==> src/rtl/phys_free_list.sv <==
// Physical register free list: one allocation per cycle to rename, reclaim on ROB free, rewind on flush.
// Latency: alloc_reg_o is a zero-latency read of the speculative head; frees become allocatable the next cycle.
// Backpressure: alloc_ready_o drops when no speculative entry remains; misuse sets sticky error_o.
// Optional double-free checking is built when PHYS_FREE_LIST_CHECK_EN is defined.
module phys_free_list #(
  parameter int NUM_PHYS_REG = 128,
  parameter int NUM_ARCH_REG = 16,
  parameter int FL_DEPTH     = NUM_PHYS_REG - NUM_ARCH_REG,
  localparam int REG_W       = $clog2(NUM_PHYS_REG),
  localparam int CNT_W       = $clog2(FL_DEPTH + 1)
) (
  input  logic             clk_i,
  input  logic             reset_i,
  input  logic             alloc_v_i,
  output logic             alloc_ready_o,
  output logic [REG_W-1:0] alloc_reg_o,
  input  logic             commit_alloc_i,
  input  logic             free_v_i,
  input  logic [REG_W-1:0] free_reg_i,
  input  logic             flush_i,
  output logic [CNT_W-1:0] free_count_o,
  output logic             error_o
);

  localparam int PTR_W = (FL_DEPTH > 1) ? $clog2(FL_DEPTH) : 1;

  logic [REG_W-1:0] mem [FL_DEPTH];
  logic [PTR_W-1:0] spec_head, commit_head, tail;
  logic [CNT_W-1:0] spec_count, commit_count;
  logic             error_q;

  logic [PTR_W-1:0] spec_head_nxt, commit_head_nxt, tail_nxt;
  logic [CNT_W-1:0] spec_count_nxt, commit_count_nxt;
  logic             alloc_fire, commit_fire, free_fire;
  logic             alloc_err, commit_err, overflow_err, dbl_free;

  // Explicit wrap so a non-power-of-two depth works.
  function automatic logic [PTR_W-1:0] ptr_inc(input logic [PTR_W-1:0] p);
    return (p == PTR_W'(FL_DEPTH - 1)) ? '0 : p + PTR_W'(1);
  endfunction

  assign alloc_ready_o = (spec_count != '0);
  assign alloc_reg_o   = mem[spec_head];
  assign free_count_o  = spec_count;
  assign error_o       = error_q;

  // An allocation in a flush cycle is discarded along with the rest of the speculative state.
  assign alloc_fire   = alloc_v_i & alloc_ready_o & ~flush_i;
  assign alloc_err    = alloc_v_i & ~alloc_ready_o;
  // Commit only makes sense when something is speculatively allocated beyond the committed head.
  assign commit_fire  = commit_alloc_i & (commit_count != spec_count);
  assign commit_err   = commit_alloc_i & (commit_count == spec_count);
  assign free_fire    = free_v_i & (commit_count != CNT_W'(FL_DEPTH));
  assign overflow_err = free_v_i & (commit_count == CNT_W'(FL_DEPTH));

  // Next-state pointers and counts; flush rewinds to the committed view including this cycle's commit/free.
  always_comb begin
    commit_head_nxt  = commit_fire ? ptr_inc(commit_head) : commit_head;
    tail_nxt         = free_fire ? ptr_inc(tail) : tail;
    commit_count_nxt = commit_count + CNT_W'(free_fire) - CNT_W'(commit_fire);
    spec_head_nxt    = alloc_fire ? ptr_inc(spec_head) : spec_head;
    spec_count_nxt   = spec_count + CNT_W'(free_fire) - CNT_W'(alloc_fire);
    if (flush_i) begin
      spec_head_nxt  = commit_head_nxt;
      spec_count_nxt = commit_count_nxt;
    end
  end

  // State register: buffer contents, pointers, counts and the sticky error flag.
  always_ff @(posedge clk_i) begin
    if (reset_i) begin
      for (int i = 0; i < FL_DEPTH; i++) begin
        mem[i] <= REG_W'(NUM_ARCH_REG + i);
      end
      spec_head    <= '0;
      commit_head  <= '0;
      tail         <= '0;
      spec_count   <= CNT_W'(FL_DEPTH);
      commit_count <= CNT_W'(FL_DEPTH);
      error_q      <= 1'b0;
    end else begin
      if (free_fire) begin
        mem[tail] <= free_reg_i;
      end
      spec_head    <= spec_head_nxt;
      commit_head  <= commit_head_nxt;
      tail         <= tail_nxt;
      spec_count   <= spec_count_nxt;
      commit_count <= commit_count_nxt;
      error_q      <= error_q | alloc_err | commit_err | overflow_err | dbl_free;
    end
  end

`ifdef PHYS_FREE_LIST_CHECK_EN
  // in_list tracks registers sitting in the free portion; spec_alloc remembers
  // uncommitted allocations so a flush can put their bits back.
  logic [NUM_PHYS_REG-1:0] in_list, in_list_nxt;
  logic [NUM_PHYS_REG-1:0] spec_alloc, spec_alloc_nxt;

  assign dbl_free = free_fire & in_list[free_reg_i];

  // Bitmap updates: commit retires a speculative bit, alloc moves a reg out, free brings one in.
  always_comb begin
    in_list_nxt    = in_list;
    spec_alloc_nxt = spec_alloc;
    if (commit_fire) begin
      spec_alloc_nxt[mem[commit_head]] = 1'b0;
    end
    if (alloc_fire) begin
      in_list_nxt[alloc_reg_o]    = 1'b0;
      spec_alloc_nxt[alloc_reg_o] = 1'b1;
    end
    if (free_fire) begin
      in_list_nxt[free_reg_i] = 1'b1;
    end
    if (flush_i) begin
      in_list_nxt    = in_list_nxt | spec_alloc_nxt;
      spec_alloc_nxt = '0;
    end
  end

  // Bitmap registers; registers above the architectural range start out free.
  always_ff @(posedge clk_i) begin
    if (reset_i) begin
      for (int i = 0; i < NUM_PHYS_REG; i++) begin
        in_list[i] <= (i >= NUM_ARCH_REG);
      end
      spec_alloc <= '0;
    end else begin
      in_list    <= in_list_nxt;
      spec_alloc <= spec_alloc_nxt;
    end
  end
`else
  assign dbl_free = 1'b0;
`endif

endmodule

==> config.mk <==
export PLATFORM = sky130hd
export DESIGN_NAME = phys_free_list
export DESIGN_NICKNAME = d
export VERILOG_FILES = /design/src/rtl/phys_free_list.sv
export SDC_FILE = /design/constraint.sdc
export NUM_CORES = 1
export LEC_CHECK = 0
export BUFFER_PORTS_ARGS = -buffer_cell sky130_fd_sc_hd__buf_2
export CORE_AREA = 2 2 297 299
export DETAILED_ROUTE_END_ITERATION = 10
export DIE_AREA = 0 0 299 301
export PLACE_DENSITY = 0.65
export SLEW_MARGIN = 10
export SYNTH_ARGS = -nofsm -noshare
export SYNTH_HDL_FRONTEND = slang
export SYNTH_SLANG_ARGS = --single-unit
export TNS_END_PERCENT = 10
==> constraint.sdc <==
create_clock -name clk_i -period 4.5 [get_ports clk_i]
set_clock_uncertainty 0.05 [all_clocks]
set_input_delay 0.9 -clock clk_i [delete_from_list [all_inputs] [get_ports clk_i]]
set_output_delay 0.9 -clock clk_i [all_outputs]
set_load 0.005 [all_outputs]
==> impl_metrics.csv, run 1 <==
group,metric,value,unit
run_status,outcome,"finished, final reports clean",
drt,drt-wirelength-per-cell,25.79,um
clock_tree,cts_buffers,97,
worst_setup_path,path_buf_inv,3,
drt,drcViolationCount,0,
sta,setup_viol,0,
worst_setup_path,max_stage_delay,0.66,ns
synthesis,syn_nets,3413,
sta,fmax,0.2279,GHz
grt,gr-total-overflow,0,
sta,period_needed,4.387,ns
place,place.gp.congestion,0.9571,
sta,setup_tns,0,ns
synthesis,syn_inst,3377,
pwr,p_sw,0.004880,W
cells_and_area,multiInputGateArea,14000,um2
drt,wl,119200,um
synthesis,yosysSeqAreaShare,64.28,%
worst_setup_path,crit_fanout,39,
synthesis,yosys.area.top_type,"edfxtp_1",
drt,ant_nets,0,
worst_setup_path,crit_chain,"buf_12, buf_12, mux2i_1, a22oi_1, nand2_1, nor3_1, or4_1, buf_2",
sta,rsz0062_at_grt,"false",
worst_setup_path,crit_path_start_kind,"register",
cells_and_area,nets,3423,
floorplan,initial_core_util,49.95,%
drt,drtIter0Drc,3241,
sta,holdWs,0.4802,ns
pwr,p_comb_share,10.5,%
clock_tree,cts.hold.buffers_added,0,
worst_setup_path,endpoint_kind,"output pin",
min_path,hold_path_end,"commit_head[6]",
cells_and_area,nFillCells,7007,
sta,slew_headroom,22.15,%
floorplan,rows,108,
run,drv_cap,0,
synthesis,synth-edff-count,896,
cells_and_area,syn_to_final_growth,11.90,%
grt,grt_pass1_vias,27770,
pwr,sequentialPowerShare,50.3,%
synthesis,yosysWarnings,0,
min_path,worstHoldStart,"commit_head[6]",
place,hpwl,78000,um
synthesis,synth_flop_cell,"edfxtp_1",
floorplan,chipHeight,301,um
place,port_buffers,28,
worst_setup_path,path_class,"register to output pin",
worst_setup_path,required,3.55,ns
grt,gr-usage-all-layers,26.32,%
pwr,finalPower,0.02005,W
sta,final_max_slew_viol_count,0,
synthesis,async_reset_ff_share,0,%
synthesis,synth_top_area_share,62.29,%
worst_setup_path,r2r_setup_slack,0.87,ns
clock_tree,max-clock-path-buffers,3,
synthesis,ys_types,57,
worst_setup_path,cp_common_cell,"buf_12",
worst_setup_path,crit_family,"simple AND/OR/NAND/NOR gates",
drt,viasPerCell,6.120,
sta,tightest_slew,1.156,ns
cells_and_area,drive_above_1_share,11.92,%
min_path,hold_depth,2,
worst_setup_path,cp.arrival,3.44,ns
grt,grt_pass1_wl,177000,um
pwr,power.density,414.7,nW/um2
worst_setup_path,rr_worst_depth,7,
floorplan,die_w,299,um
floorplan,core_area,86480,um2
worst_setup_path,r2r_end,"mem[99][3]",
pwr,peakVddDrop,0.0003470,V
pwr,switching_share,24.34,%
drt,drtPass1Iterations,6,
synthesis,syn_area_per_cell,12.79,um2
synthesis,synth-seq-cells,939,
grt,grt_max_degree,118,
pwr,power_leakage,14.60,nW
sta,finalCritPeriodShare,97.49,%
synthesis,synth.area.top_cells,"edfxtp_1 (62%), mux2i_1 (11%), a22oi_1 (3.4%)",
drt,vias,28290,
clock_tree,cts.sinks,939,
min_path,hold_path.class,"register to register",
pwr,power_frac_clock,39.3,%
synthesis,syn_area,43200,um2
worst_setup_path,regToRegStartpoint,"commit_count[3]",
clock_tree,tritoncts,"yes",
pwr,p_int,0.01517,W
cells_and_area,seqCellArea,27770,um2
sta,hold_violations,0,
clock_tree,insertion_delay,0.66,ns
floorplan,die-area,90000,um2
clock_tree,htree_num_levels,3,
clock_tree,path_clk_slew,0.06,ns
grt,antenna_found_initial,2,
floorplan,num_io_pins,29,
clock_tree,cts_root_buf,"clkbuf_16",
worst_setup_path,cp_slowest_cell,"nor3_1",
timing repair:
action,4_1_cts,5_1_grt
endpoints found under the setup margin,7,3
resized for setup,7,2
cloned,0,1
buffers inserted,0,7
pin swaps,0,0
worst register-to-register path, stage by stage (launching register included):
cell      delay [ns]
dfxtp_1         0.38
inv_1           0.08
ha_1            0.18
nand4b_1        0.17
o21a_1          0.24
inv_2           0.17
or3_2           0.93
o21ai_0         1.03
power groups by stage:
stage,registers [W],clock network (W),logic (W)
4_1_cts,0.0101,0.00795,0.00208
3_3_place_gp,0.0102,0,0.00202
5_1_grt,0.0101,0.00827,0.00226
2_1_floorplan,0.0102,0,0.00134
3_5_place_dp,0.0103,0,0.00206
6_report,0.0101,0.00787,0.00210
flip-flops by register name, indices dropped and copies added, names as in the netlist, named ones only:
signal and cells:
commit_count 7, tail 7, mem 896, spec_head 7
error_o 1, free_count_o 7, commit_head 7
per-stage QoR:
stage / area, um2 / std cells / worst slack, ns / utilization [%]
global placement: 45130 / 4435 / 0.6179 / 52.18
floorplan: 43200 / 3377 / 1.249 / -
global route: 48330 / 4621 / 0.06961 / 55.89
finish: 48340 / 4623 / 0.1130 / 55.89
detailed placement: 45130 / 4435 / 0.6162 / 52.18
CTS: 48230 / 4613 / 0.03066 / 55.77
kinds of logic after synthesis:
group	count (synthesis)	share of synthesized area, %
AND/OR/NAND/NOR	1196	14.67
flip-flops	939	64.28
multiplexers	454	10.52
AO/OA/AOI/OAI	393	5.935
buffers and inverters	349	3.432
XOR/XNOR	23	0.4663
adder cells (fa/ha/maj)	23	0.7009
Yosys cell counts (all sizes together) (4+ instances only):
cell	number
dfxtp	43
o21ai	119
nor3	182
buf	103
clkbuf	220
nor2	158
nand3	44
or3	228
nand3b	4
nand2	260
and2	220
or2	11
xor2	6
and4b	5
a211oi	9
and4bb	5
a21oi	42
nor2b	6
inv	26
or4	8
nand4	33
edfxtp	896
mux2i	454
xnor2	17
nor4b	4
o211ai	4
nand2b	11
ha	21
a22oi	198
layer usage:
metal  track usage [%]  share of wire [%]  routed length, um  up-vias
li1                  -                  -                  -    12620
met1             36.68                 41              48380    14080
met2             41.32                 46              55030     1371
met3             5.512                 10              11870      227
met4             8.869                3.3               3941        0
met5                 0                  0                  0        -
cells in the final DEF (no fill, tap or decap), types with 8 or more instances in the layout:
cell type | Yosys | layout
or3_1 | 228 | 222
o21ai_0 | 118 | 118
and2_1 | 220 | 220
or2_2 | 11 | 11
nand4_1 | 33 | 33
a21oi_1 | 42 | 42
nand2_1 | 260 | 260
clkinv_1 | 0 | 24
clkbuf_1 | 220 | 20
nor2_1 | 158 | 158
buf_2 | 81 | 24
clkinv_2 | 0 | 17
nor3_1 | 182 | 179
or4_1 | 8 | 8
edfxtp_1 | 896 | 896
buf_12 | 0 | 15
dfxtp_1 | 43 | 39
ha_1 | 21 | 21
nand2b_1 | 11 | 10
clkbuf_16 | 0 | 103
inv_1 | 23 | 20
a211oi_1 | 9 | 9
a22oi_1 | 198 | 198
mux2i_1 | 454 | 454
nand3_1 | 44 | 43
xnor2_1 | 17 | 17
buf_4 | 11 | 193
how the worst max path moves through the flow:
stage / end / cells after the start
3_3_place_gp: alloc_reg_o[3] / 7
6_report: alloc_reg_o[6] / 8
3_5_place_dp: alloc_reg_o[0] / 7
2_1_floorplan: free_count_o[6] / 14
5_1_grt: alloc_reg_o[0] / 8
4_1_cts: alloc_reg_o[0] / 9
layout make-up:
class | instances | share of cell area [%]
antenna | 2 | 0.01035
clock inverter | 53 | 0.8878
clock buffer | 125 | 5.495
sequential | 939 | 57.46
multi-input combinational | 2089 | 28.96
inverter | 26 | 0.2252
tap | 1155 | 2.990
timing repair buffer | 234 | 3.976
Note: power is estimated with default switching activity, not from simulation.
==> inputs of run 2 (changes only) <==
==> config.mk (replaced) <==
export PLATFORM = sky130hd
export DESIGN_NAME = phys_free_list
export DESIGN_NICKNAME = d
export VERILOG_FILES = /design/src/rtl/phys_free_list.sv
export SDC_FILE = /design/constraint.sdc
export NUM_CORES = 1
export LEC_CHECK = 0
export ABC_AREA = 1
export BUFFER_PORTS_ARGS = -buffer_cell sky130_fd_sc_hd__buf_2
export CORE_AREA = 2 2 299 301
export DETAILED_ROUTE_END_ITERATION = 10
export DIE_AREA = 0 0 301 303
export SLEW_MARGIN = 30
export SYNTH_ARGS = -nofsm -noshare
export SYNTH_HDL_FRONTEND = slang
export SYNTH_SLANG_ARGS = --single-unit
export TNS_END_PERCENT = 10
==> impl_metrics.csv, run 2 <==
group,metric,value,unit
run_status,outcome,"finished, final reports clean",
synthesis,synth-edff-count,896,
grt,antenna_found_initial,3,
cells_and_area,drive_above_1_share,7.520,%
worst_setup_path,max_stage_delay,0.43,ns
cells_and_area,largest-register,"mem",
grt,grt_pass1_wl,182600,um
cells_and_area,syn_to_final_growth,10.09,%
grt,grt_pass1_vias,30820,
sta,fmax,0.2335,GHz
clock_tree,tritoncts,"yes",
pwr,power_frac_clock,38.5,%
sta,tightest_slew,1.033,ns
cells_and_area,largest_reg_flops,896,
pwr,switching_share,28.14,%
synthesis,yosys.area.top_type,"edfxtp_1",
worst_setup_path,crit_path_start_kind,"register",
place,place.gp.congestion,0.8481,
sta,slew_headroom,31.09,%
worst_setup_path,cp_common_cell,"nand2_1",
worst_setup_path,required,3.55,ns
floorplan,chipHeight,303,um
drt,drtIter0Drc,3231,
drt,viasPerCell,5.548,
clock_tree,insertion_delay,0.67,ns
sta,setup_viol,0,
sta,finalCritPeriodShare,95.17,%
cells_and_area,diodes,0,
clock_tree,cts_buffers,101,
place,port_buffers,28,
clock_tree,max-clock-path-buffers,3,
cells_and_area,nets,4540,
worst_setup_path,crit_fanout,95,
min_path,hold_path.class,"register to register",
synthesis,synth_top_cells_by_count,"nand2_1 (1,641), edfxtp_1 (896), nand3_1 (843)",
worst_setup_path,cp.arrival,3.33,ns
worst_setup_path,endpoint_kind,"output pin",
synthesis,syn_inst,4612,
synthesis,yosysSeqAreaShare,63.74,%
worst_setup_path,cp_slowest_cell,"buf_12",
pwr,finalPower,0.02192,W
floorplan,initial_core_util,49.52,%
run,drv_cap,0,
floorplan,die_w,301,um
grt,gr-total-overflow,0,
synthesis,synthMostInstantiatedCell,"nand2_1",
worst_setup_path,path_class,"register to output pin",
clock_tree,cts.hold.buffers_added,0,
sta,period_needed,4.283,ns
drt,drcViolationCount,0,
clock_tree,cts_resized,0,
grt,grt_max_degree,148,
clock_tree,htree_num_levels,3,
cells_and_area,final_common_cell,"nand2_1",
pwr,power_leakage,16.98,nW
synthesis,synth_flop_cell,"edfxtp_1",
synthesis,synth.area.top_cells,"edfxtp_1 (62%), nand2_1 (14%), nand3_1 (9.7%)",
pwr,peakVddDrop,0.0003304,V
pwr,sequentialPowerShare,45.1,%
clock_tree,cts_root_buf,"clkbuf_16",
worst_setup_path,crit_chain,"inv_8, buf_12, nand2_1, nand3_1, nand3_1, nand3_1, nand2_1, nand2_1, nand3_1, nand2_1, nand2_1, nand2_1, buf_2",
clock_tree,cts.sinks,939,
clock_tree,path_clk_slew,0.06,ns
floorplan,rows,109,
synthesis,yosysWarnings,0,
drt,vias,31920,
synthesis,async_reset_ff_share,0,%
sta,final_max_slew_viol_count,0,
floorplan,die-area,91200,um2
drt,drtPass1Iterations,5,
floorplan,core_area,87970,um2
drt,ant_nets,0,
synthesis,synth-seq-cells,939,
synthesis,synth_top_area_share,61.77,%
pwr,power.density,457.1,nW/um2
sta,setup_tns,0,ns
synthesis,syn_nets,4648,
sta,rsz0062_at_grt,"false",
sta,hold_violations,0,
synthesis,syn_area_per_cell,9.445,um2
pwr,p_sw,0.006169,W
cells_and_area,mostFrequentLayoutCells,"nand2_1 (1,641), edfxtp_1 (896), nand3_1 (843)",
grt,gr-usage-all-layers,26.37,%
pwr,p_int,0.01575,W
clock_tree,postCtsSetupBuffers,0,
drt,drt-wirelength-per-cell,20.76,um
drt,wl,119400,um
floorplan,num_io_pins,29,
place,hpwl,72540,um
synthesis,syn_area,43560,um2
synthesis,ys_types,32,
pwr,p_comb_share,16.4,%
## run 2: layout make-up
type                    instances  area [um2]
repair buffers                 92       870.8
multi-input cells            3155       13650
fillers                      7908       40010
inverters                     215       850.8
well taps                    1165        1458
clock inverters                54       590.6
clock buffers                 133        2759
flip-flops and latches        939       27780
## run 2: cells by family (layout without fill, tap and decap cells)
kind of cell | Yosys count | in the layout | synth area share [%]
and+or+nand+nor | 3063 | 3063 | 29.65
adders and majority gates | 23 | 23 | 0.6951
buffers and inverters | 518 | 494 | 4.926
AOI/OAI and AO/OA | 51 | 51 | 0.6262
xor gates and xnor gates | 18 | 18 | 0.3619
DFF | 939 | 939 | 63.74
## run 2: critical path: cells and delay by family (launching register included)
| kind | cells | cell delay (ns) |
|---|---|---|
| buffers and inverters | 3 | 0.98 |
| DFF | 1 | 0.40 |
| and+or+nand+nor | 10 | 1.19 |
## run 2: final timing paths
| check | startpoint | end | slack (ns) | cells after the start |
|---|---|---|---|---|
| max | register | alloc_reg_o[4] | 0.22 | 13 |
| min | commit_head[3] | commit_head[3] | 0.46 | 2 |
| max reg2reg | commit_count[2] | mem[106][6] | 1.20 | 11 |
| min reg2reg | commit_head[3] | commit_head[3] | 0.46 | 2 |
## run 2: power groups by stage
stage	Clock, W	Combinational [W]	Sequential [W]
2_1_floorplan	0	0.00246	0.0100
3_3_place_gp	0	0.00356	0.0101
3_5_place_dp	0	0.00358	0.0101
4_1_cts	0.00853	0.00359	0.00990
5_1_grt	0.00888	0.00401	0.00992
6_report	0.00843	0.00360	0.00989
## run 2: metrics by stage
| stage | instances | cell area [um2] | hold slack, ns | util, % | setup WS, ns |
|---|---|---|---|---|---|
| global placement | 5566 | 44610 | 0.4439 | 50.71 | 0.9446 |
| floorplan | 4612 | 43560 | 0.4262 | - | 1.590 |
| finish | 5753 | 47960 | 0.4595 | 54.52 | 0.2172 |
| global route | 5753 | 47960 | 0.5041 | 54.52 | 0.07534 |
| CTS | 5753 | 47960 | 0.4589 | 54.52 | 0.2383 |
| detailed placement | 5566 | 44610 | 0.4506 | 50.71 | 0.9534 |
## run 2: metal layers
| metal | vias up | track usage, % | share of wire (%) | wire length, um |
|---|---|---|---|---|
| met2 | 1147 | 42.73 | 47 | 55590 |
| met3 | 227 | 3.158 | 7.1 | 8493 |
| met4 | 4 | 8.943 | 3.0 | 3595 |
| met5 | - | 0 | 0.018 | 22 |
| met1 | 15410 | 37.09 | 43 | 51700 |
| li1 | 15130 | - | - | - |
